### src/rtl/dds_step_if.sv
// Handshake bundle between the step controller and the phase accumulator.
//   step       : current tuning word
//   step_valid : step holds a value not yet accepted
//   step_ready : accumulator accepts step when step_valid & step_ready
//   sat_pulse  : one-cycle pulse aligned with a clamped step update
interface dds_step_if;
  logic [31:0] step;
  logic        step_valid;
  logic        step_ready;
  logic        sat_pulse;

  modport master (
    output step,
    output step_valid,
    output sat_pulse,
    input  step_ready
  );

  modport slave (
    input  step,
    input  step_valid,
    input  sat_pulse,
    output step_ready
  );
endinterface

### src/rtl/dds_step_controller.sv
// Tuning-word controller for the DDS phase accumulator: synchronizes and
// debounces six adjust keys, arbitrates presses into one signed delta per
// cycle, applies it to the step with saturation and offers the result over a
// valid/ready handshake.
//   clk   : system clock
//   reset : asynchronous active-low reset
//   key_n : raw active-low keys [0] coarse+ [1] coarse- [2] micro+ [3] micro-
//           [4] nano+ [5] nano-
//   bus   : master side of dds_step_if (step, step_valid, step_ready, sat_pulse)
module dds_step_controller #(
  parameter int unsigned DEBOUNCE_CYCLES = 500000,
  parameter logic [31:0] STEP_INIT       = 32'd2147483,
  parameter logic [31:0] STEP_COARSE     = 32'd2147483,
  parameter logic [31:0] STEP_MICRO      = 32'd214748,
  parameter logic [31:0] STEP_NANO       = 32'd214,
  parameter logic [31:0] STEP_MIN        = 32'd214,
  parameter logic [31:0] STEP_MAX        = 32'h7FFF_FFFF
) (
  input  logic             clk,
  input  logic             reset,
  input  logic [5:0]       key_n,
  dds_step_if.master       bus
);

  localparam int unsigned NKEYS = 6;
  localparam int unsigned CNT_W = (DEBOUNCE_CYCLES > 1) ? $clog2(DEBOUNCE_CYCLES) : 1;
  localparam logic [CNT_W-1:0] CNT_MAX = CNT_W'(DEBOUNCE_CYCLES - 1);

  localparam logic signed [32:0] D_COARSE = $signed({1'b0, STEP_COARSE});
  localparam logic signed [32:0] D_MICRO  = $signed({1'b0, STEP_MICRO});
  localparam logic signed [32:0] D_NANO   = $signed({1'b0, STEP_NANO});
  localparam logic signed [32:0] S_MIN    = $signed({1'b0, STEP_MIN});
  localparam logic signed [32:0] S_MAX    = $signed({1'b0, STEP_MAX});

  typedef enum logic [1:0] {
    S_OFFER = 2'd0,
    S_IDLE  = 2'd1,
    S_APPLY = 2'd2
  } state_t;

  logic [NKEYS-1:0]            sync1_q, sync2_q;
  logic [NKEYS-1:0]            stable_q, stable_d;
  logic [NKEYS-1:0][CNT_W-1:0] cnt_q, cnt_d;
  logic [NKEYS-1:0]            ev_q, ev_d;

  state_t             state_q, state_d;
  logic [31:0]        step_q, step_d;
  logic               valid_q, valid_d;
  logic               sat_q, sat_d;
  logic               pend_valid_q, pend_valid_d;
  logic signed [32:0] pend_delta_q, pend_delta_d;

  logic               ev_valid_c;
  logic signed [32:0] ev_delta_c;
  logic signed [32:0] sum_c;

  // Debounce: a level change is accepted after DEBOUNCE_CYCLES mismatching cycles.
  always_comb begin
    stable_d = stable_q;
    cnt_d    = '0;
    for (int k = 0; k < NKEYS; k++) begin
      if (sync2_q[k] != stable_q[k]) begin
        if (cnt_q[k] == CNT_MAX) begin
          stable_d[k] = sync2_q[k];
        end else begin
          cnt_d[k] = cnt_q[k] + CNT_W'(1);
        end
      end
    end
    // Press event only on a stable 1->0 transition; releases are ignored.
    ev_d = stable_q & ~stable_d;
  end

  // Arbitration: same-class add/sub cancel; coarse > micro > nano.
  always_comb begin
    ev_valid_c = 1'b0;
    ev_delta_c = '0;
    if (ev_q[0] ^ ev_q[1]) begin
      ev_valid_c = 1'b1;
      ev_delta_c = ev_q[0] ? D_COARSE : -D_COARSE;
    end else if (ev_q[2] ^ ev_q[3]) begin
      ev_valid_c = 1'b1;
      ev_delta_c = ev_q[2] ? D_MICRO : -D_MICRO;
    end else if (ev_q[4] ^ ev_q[5]) begin
      ev_valid_c = 1'b1;
      ev_delta_c = ev_q[4] ? D_NANO : -D_NANO;
    end
  end

  assign sum_c = $signed({1'b0, step_q}) + pend_delta_q;

  // Next-state logic: step only changes in APPLY, never while offered.
  always_comb begin
    state_d      = state_q;
    step_d       = step_q;
    sat_d        = 1'b0;
    pend_valid_d = pend_valid_q;
    pend_delta_d = pend_delta_q;

    case (state_q)
      S_OFFER: begin
        if (ev_valid_c) begin
          pend_valid_d = 1'b1;
          pend_delta_d = ev_delta_c;
        end
        if (bus.step_ready) begin
          // An event arriving in the handshake cycle is kept as PEND.
          state_d = (pend_valid_q || ev_valid_c) ? S_APPLY : S_IDLE;
        end
      end
      S_IDLE: begin
        if (ev_valid_c) begin
          pend_valid_d = 1'b1;
          pend_delta_d = ev_delta_c;
          state_d      = S_APPLY;
        end
      end
      S_APPLY: begin
        if (sum_c > S_MAX) begin
          step_d = STEP_MAX;
          sat_d  = 1'b1;
        end else if (sum_c < S_MIN) begin
          step_d = STEP_MIN;
          sat_d  = 1'b1;
        end else begin
          step_d = sum_c[31:0];
        end
        pend_valid_d = ev_valid_c;
        pend_delta_d = ev_valid_c ? ev_delta_c : pend_delta_q;
        state_d      = S_OFFER;
      end
      default: state_d = S_OFFER;
    endcase

    valid_d = (state_d == S_OFFER);
  end

  always_ff @(posedge clk or negedge reset) begin
    if (!reset) begin
      sync1_q      <= '1;
      sync2_q      <= '1;
      stable_q     <= '1;
      cnt_q        <= '0;
      ev_q         <= '0;
      state_q      <= S_OFFER;
      step_q       <= STEP_INIT;
      valid_q      <= 1'b1;
      sat_q        <= 1'b0;
      pend_valid_q <= 1'b0;
      pend_delta_q <= '0;
    end else begin
      sync1_q      <= key_n;
      sync2_q      <= sync1_q;
      stable_q     <= stable_d;
      cnt_q        <= cnt_d;
      ev_q         <= ev_d;
      state_q      <= state_d;
      step_q       <= step_d;
      valid_q      <= valid_d;
      sat_q        <= sat_d;
      pend_valid_q <= pend_valid_d;
      pend_delta_q <= pend_delta_d;
    end
  end

  assign bus.step       = step_q;
  assign bus.step_valid = valid_q;
  assign bus.sat_pulse  = sat_q;

endmodule
### src/flat_wrapper.sv
// flat-port wrapper written by rule: the top's interface ports become plain ports
module dds_step_controller_flat 
#(
  parameter int unsigned DEBOUNCE_CYCLES = 500000,
  parameter logic [31:0] STEP_INIT       = 32'd2147483,
  parameter logic [31:0] STEP_COARSE     = 32'd2147483,
  parameter logic [31:0] STEP_MICRO      = 32'd214748,
  parameter logic [31:0] STEP_NANO       = 32'd214,
  parameter logic [31:0] STEP_MIN        = 32'd214,
  parameter logic [31:0] STEP_MAX        = 32'h7FFF_FFFF
)
  (clk, reset, key_n, bus_step, bus_step_valid, bus_sat_pulse, bus_step_ready);
  dds_step_if bus_i ();
  input  logic clk;
  input  logic reset;
  input  logic [5:0] key_n;
  output wire logic [$bits(bus_i.step)-1:0] bus_step;
  output wire logic [$bits(bus_i.step_valid)-1:0] bus_step_valid;
  output wire logic [$bits(bus_i.sat_pulse)-1:0] bus_sat_pulse;
  input wire logic [$bits(bus_i.step_ready)-1:0] bus_step_ready;
  assign bus_step = bus_i.step;
  assign bus_step_valid = bus_i.step_valid;
  assign bus_sat_pulse = bus_i.sat_pulse;
  assign bus_i.step_ready = bus_step_ready;
  dds_step_controller #(.DEBOUNCE_CYCLES(DEBOUNCE_CYCLES), .STEP_INIT(STEP_INIT), .STEP_COARSE(STEP_COARSE), .STEP_MICRO(STEP_MICRO), .STEP_NANO(STEP_NANO), .STEP_MIN(STEP_MIN), .STEP_MAX(STEP_MAX)) u_core (.clk(clk), .reset(reset), .key_n(key_n), .bus(bus_i));
endmodule
### config.mk
export PLATFORM = sky130hd
export DESIGN_NAME = dds_step_controller_flat
export DESIGN_NICKNAME = d
export VERILOG_FILES = /design/src/rtl/dds_step_if.sv /design/src/rtl/dds_step_controller.sv /design/src/flat_wrapper.sv
export SDC_FILE = /design/constraint.sdc
export NUM_CORES = 1
export LEC_CHECK = 0
export BUFFER_PORTS_ARGS = -buffer_cell sky130_fd_sc_hd__buf_2
export CORE_MARGIN = 8
export CORE_UTILIZATION = 67
export DETAILED_ROUTE_END_ITERATION = 12
export PLACE_DENSITY = 0.93
export SLEW_MARGIN = 20
export SYNTH_ARGS = -nofsm -noshare
export SYNTH_HDL_FRONTEND = slang
export SYNTH_SLANG_ARGS = --single-unit
### constraint.sdc
create_clock -name clk -period 8.3 [get_ports clk]
set_input_delay 0 -clock clk [delete_from_list [all_inputs] [get_ports clk]]
set_output_delay 0 -clock clk [all_outputs]
set_load 0.05 [all_outputs]
After elaboration in Yosys (flattened, before gate mapping)
Index checks and enable logic that the tools add are counted.
Widths: inputs -> output; s select.
{"block": "totals", "reg_bits": 208, "input_bits": 9, "out_inout_bits": 34, "wordCells": 97}
{"block": "classes", "addsub": 7, "magnitude_cmp": 2, "n_eq_ne": 15, "mux": 44, "bitwise_logic": 5, "reduce_logical": 8}
{"operator": "$mux 19", "n": 12}
{"operator": "$mux 33", "n": 6}
{"operator": "$add 19x1->19 const B", "n": 6}
{"operator": "$eq 19x19->1 const B", "n": 6}
{"operator": "$mux 32", "n": 2}
{"operator": "$add 33x33->33", "n": 1}
{"operator": "$gt 33x32->1 const B", "n": 1}
{"operator": "$lt 33x9->1 const B", "n": 1}
{"operator": "$mux 1", "n": 19}
{"operator": "$and 6x6->6", "n": 1}
{"operator": "$mux 2", "n": 3}
{"operator": "$ne 1x1->1", "n": 6}
{"operator": "$not 6->6", "n": 1}
{"operator": "$logic_not 2->1", "n": 2}
{"operator": "$pmux 2 s2", "n": 1}
{"operator": "$reduce_and 2->1", "n": 2}
{"operator": "$reduce_or 3->1", "n": 1}
{"operator": "$xor 1x1->1", "n": 3}
{"operator": "$eq 2x1->1 const B", "n": 1}
{"operator": "$eq 2x2->1 const B", "n": 1}
{"operator": "$ne 2x1->1 const B", "n": 1}
{"operator": "$pmux 1 s2", "n": 1}
{"operator": "$reduce_bool 2->1", "n": 1}
{"operator": "$reduce_or 2->1", "n": 1}
{"operator": "$logic_or 1x1->1", "n": 1}

Longest topological paths before layout
{"block": "logic_depth", "ltp_word": 9, "ltp_mapped": 14, "mapped_depth_nobuf": 13}

Worst setup path before layout
No wires, ideal clock.
{"block": "synth_path", "path_kind": "reg-to-reg", "startpoint": "register u_core.step_q[0] (netlist: u_core.bus.step[0])", "endpoint": "register u_core.step_q[5] (netlist: u_core.bus.step[5])", "setup_ns": 0.126, "t_arrival_ns": 3.696, "required_ns": 8.174, "setup_slack_ns": 4.478, "stages_incl_launch_ff": 15, "path_buffers": 1, "synth_period_minus_slack_ns": 3.822, "path_cell_list": "dfstp_2 ha_1 inv_1 fa_1 nand2b_1 a21oi_1 o21ai_1 o21ai_0 xnor2_1 nand4_1 a2111oi_2 nand4_1 or4_4 buf_6 a221o_1"}
{"block": "synth_via", "elab_chain_len": 4, "word_cells_on_any_way": 5, "cone_classes": "add/sub: 1; order compare: 2; mux: 2"}
{"element": "start, declared", "line": "dds_step_controller.sv:47", "text": "logic [31:0] step_q, step_d;"}
{"element": "start signal, assigned", "line": "dds_step_controller.sv:158", "text": "step_q <= step_d;"}
{"element": "$add 33x33->33 *", "line": "dds_step_controller.sv:90", "text": "assign sum_c = $signed({1'b0, step_q}) + pend_delta_q;"}
{"element": "$lt 33x9->1", "line": "dds_step_controller.sv:122", "text": "end else if (sum_c < S_MIN) begin"}
{"element": "$mux 32", "line": "dds_step_controller.sv:122"}
{"element": "$mux 32 *", "line": "dds_step_controller.sv:119", "text": "if (sum_c > S_MAX) begin"}
Every way passes the cells marked *; elsewhere a longest branch is shown, timed or not.
A chain may end at the register's enable or synchronous reset.

Final worst setup path
{"block": "layout_path", "startpoint": "register u_core.pend_delta_q[31]", "endpoint": "register u_core.step_q[13] (netlist: u_core.bus.step[13])"}
{"block": "layout_via", "elab_chain_len": 4, "word_cells_on_any_way": 5, "cone_classes": "add/sub: 1; order compare: 2; mux: 2"}
{"element": "start, declared", "line": "dds_step_controller.sv:51", "text": "logic signed [32:0] pend_delta_q, pend_delta_d;"}
{"element": "start signal, assigned", "line": "dds_step_controller.sv:162", "text": "pend_delta_q <= pend_delta_d;"}
{"element": "$add 33x33->33 *", "line": "dds_step_controller.sv:90"}
{"element": "$lt 33x9->1", "line": "dds_step_controller.sv:122"}
{"element": "$mux 32", "line": "dds_step_controller.sv:122"}
{"element": "$mux 32 *", "line": "dds_step_controller.sv:119"}
Marks and branches as above.

==> out/qor.txt <==
dpl hpwl - 14,600 um
ANT nets after route - 0
final std cells w/o fill - 1,322
Hold Buf Count CTS - 8
clock sink count - 184
final WL - 21,600 um
# fillers - 1,018
H-tree Lvls - 4
Most used DFF post-synth - dfrtp_1
area of the mapped netlist - 10,100 sq um
core area - 15,000 sq um
crit path DAT - 4.95 ns
Async SR Flop Fraction - 1.00
Syn Inst Count - 1,083
worst setup path class - reg -> reg
fraction of layout cells with a size suffix above 1 - 0.112
CP endpoint kind - flop
post-route minimum period - 4.63 ns
Remaining Overflow, GRT - 0
NetSw - 427 uW
most instantiated library cell after synthesis - nor2_1
Final nets - 1,171
Pwr per Cell Area - 165 nW/um^2
Synth top area share - 0.386
main area contributors after synthesis - dfrtp_1 39%, dfstp_2 7.3%, nor2_1 7.0%
Ys Warns - 0
TritonCTS Buffers - 17
RSZ-0062 raised after global routing - false
most frequent cells after synthesis - 189 x nor2_1, 156 x dfrtp_1, 95 x nand2_1, 77 x xor2_1, 57 x xnor2_1
Area growth, synth to finish - 10.3%
Sw Share - 0.232
HP Class - in -> async
diode count - 0
storage element area - 4640 sq um
period utilisation layout - 0.557
root buf cell - clkbuf_16
WP data required - 8.62 ns
RePlAce Congestion - 0.946
WL/cell - 16.3 um
largest net degree at the start of global routing - 106
clk slew on worst S/H paths - 0.07 ns
fmax - 216 MHz
Cell Count Post-Placement - 1,282
Critical Path Start Type - flop
Slew Limit Fails - 0
initial antenna violation count - 0
P_int - 1410 uW
area occupied by multi-input gates - 5220 sq um
cts repair resizes - 0
CTS tree - built
iteration count of the initial detailed-routing pass - 12
crit path from - u_core.pend_delta_q[31]$_DFFE_PN0P_
LEAKAGE - 0.00510 uW
register area share after synthesis - 0.459
Crit Reg-Reg Startpoint - u_core.pend_delta_q[31]$_DFFE_PN0P_
Fin Setup TNS - 0 ns
Post-CTS Setup Bufs - 0
leading area contributor after synthesis - dfrtp_1
die height - 139 um
proportion of power drawn by the clock network - 0.468
count of different cell masters after synthesis - 64
# rows - 45
IO buf count - 42
Max Cap Viol - 0
share of total power in combinational logic - 0.031
# DRC - 1
first-pass GRT wire length - 36,700 um
vias in the first global route - 7,832
endpoints failing setup - 0
die width - 139 um
post-synthesis register bit count - 184
syn_area_per_cell - 9.34 sq um
clk buf depth - 2
IO Pins - 43
DR vias - 8,048
Worst slew margin - 0.337
slew at the pin closest to its max-slew limit - 0.994 ns
Initial Util - 0.675
DRT iter0 DRCs - 585
outcome - complete, but fails checks
Flop pwr share - 0.500
Hold Fails Final Rpt - 0
syn_nets - 1,133
failing checks - design-rule violations
drt via density - 6.09
area of the die - 19,300 sq um
maximum VDD drop - 0.154 mV
EDFF count, synth - 0
clk_lat worst skew - 0.44 ns
GRT Total Usage - 0.230
crit-path max FO - 20
Worst Clk Skew - 0.0116 ns
==> power by group through the flow <==
| stage | registers, uW | clock network (uW) | logic [uW] |
|---|---|---|---|
| 6_report | 921 | 861 | 58.0 |
| 5_1_grt | 922 | 910 | 66.1 |
| 4_1_cts | 921 | 876 | 59.7 |
| 3_5_place_dp | 938 | 0 | 56.2 |
| 3_3_place_gp | 937 | 0 | 54.4 |
| 2_1_floorplan | 940 | 0 | 25.1 |
==> cells in the final DEF, fill, tap and decap left out, drive strengths merged, types with 5 or more instances in the layout <==
| cell type | n |
|---|---|
| nor2 | 189 |
| dfrtp | 156 |
| nand2 | 96 |
| xor2 | 77 |
| xnor2 | 57 |
| nand3 | 55 |
| a21oi | 55 |
| buf | 43 |
| ha | 40 |
| inv | 38 |
| o21ai | 33 |
| dfstp | 28 |
| and3 | 24 |
| nand4 | 23 |
| a22o | 23 |
| clkbuf | 18 |
| nor4b | 13 |
| nor3 | 12 |
| nand2b | 12 |
| or3 | 11 |
| a21o | 11 |
| a31oi | 9 |
| nor3b | 8 |
| dlygate4sd3 | 8 |
| and2 | 7 |
| mux2 | 6 |
| or2 | 6 |
| o211ai | 6 |
| o21a | 5 |
| clkinv | 5 |
==> metrics by stage <==
step | hold WS (ns) | area, sq um | total power [uW] | setup WS [ns] | utilization
finish | 0.195 | 11200 | 1840 | 3.67 | 0.745
global placement | 0.105 | 10400 | 991 | 4.02 | 0.697
global route | 0.199 | 11200 | 1900 | 3.45 | 0.745
detailed placement | 0.106 | 10400 | 994 | 3.85 | 0.697
floorplan | -0.296 | 10100 | 965 | 4.48 | -
CTS | 0.180 | 11200 | 1860 | 3.80 | 0.745
==> per-layer routing <==
metal / global-route usage / share of wire / wire, um / up-vias
met2: 0.388 / 0.50 / 10800 / 264
li1: - / - / - / 3829
met4: 0.103 / 0.027 / 575 / 0
met5: 0 / 0 / 0 / -
met1: 0.285 / 0.42 / 9120 / 3904
met3: 0.0392 / 0.051 / 1090 / 51
==> flip-flops by register name, indices dropped and copies added (netlist names) <==
signal / cells
u_core.bus.step: 32
u_core.bus.step_valid: 1
u_core.pend_valid_q: 1
u_core.stable_q: 6
u_core.bus.sat_pulse: 1
u_core.cnt_q: 114
u_core.ev_q: 6
u_core.sync2_q: 6
u_core.state_q: 2
u_core.sync1_q: 6
u_core.pend_delta_q: 9
==> path summary, 6_finish.rpt <==
check,to,slack (ns),cells after the start
setup / recovery,u_core.bus.step[13]$_DFFE_PN0P_,3.67,12
hold / removal,u_core.cnt_q[5]$_DFF_PN0_,0.20,2
setup reg to reg,u_core.bus.step[13]$_DFFE_PN0P_,3.67,12
hold reg to reg,u_core.sync2_q[4]$_DFF_PN1_,0.36,0
max in group asynchronous,u_core.bus.step[5]$_DFFE_PN0P_,6.68,3
min in group clk,u_core.sync1_q[3]$_DFF_PN1_,0.20,2
==> area by class of cell <==
cell class,count,share of cell area
multi-input cells,834,0.468
clock buffers,17,0.0381
flip-flops and latches,184,0.416
clock inverters,15,0.0185
repair buffers,52,0.0281
well taps,188,0.0211
inverters,32,0.0108
==> logic make-up (layout without fill, tap and decap cells) <==
family,after synthesis,in the layout,synth area share
buffers and inverters,65,116,0.0261
DFF,184,184,0.459
and+or+nand+nor,475,475,0.223
muxes,7,7,0.00767
xor gates and xnor gates,134,134,0.116
AOI/OAI and AO/OA,174,174,0.114
adders and majority gates,44,44,0.0544
==> critical path, stage by stage (launching register included) <==
cell	delay [ns]
dfrtp_1	0.72
ha_1	0.59
and4_1	0.24
nor3b_1	0.27
a211oi_1	0.12
a21oi_1	0.37
a21oi_1	0.20
o31ai_1	0.30
a21oi_1	0.11
xor2_1	0.75
buf_4	0.37
a21bo_2	0.25
a22o_1	0.19
(Power assumes the default switching activity.)
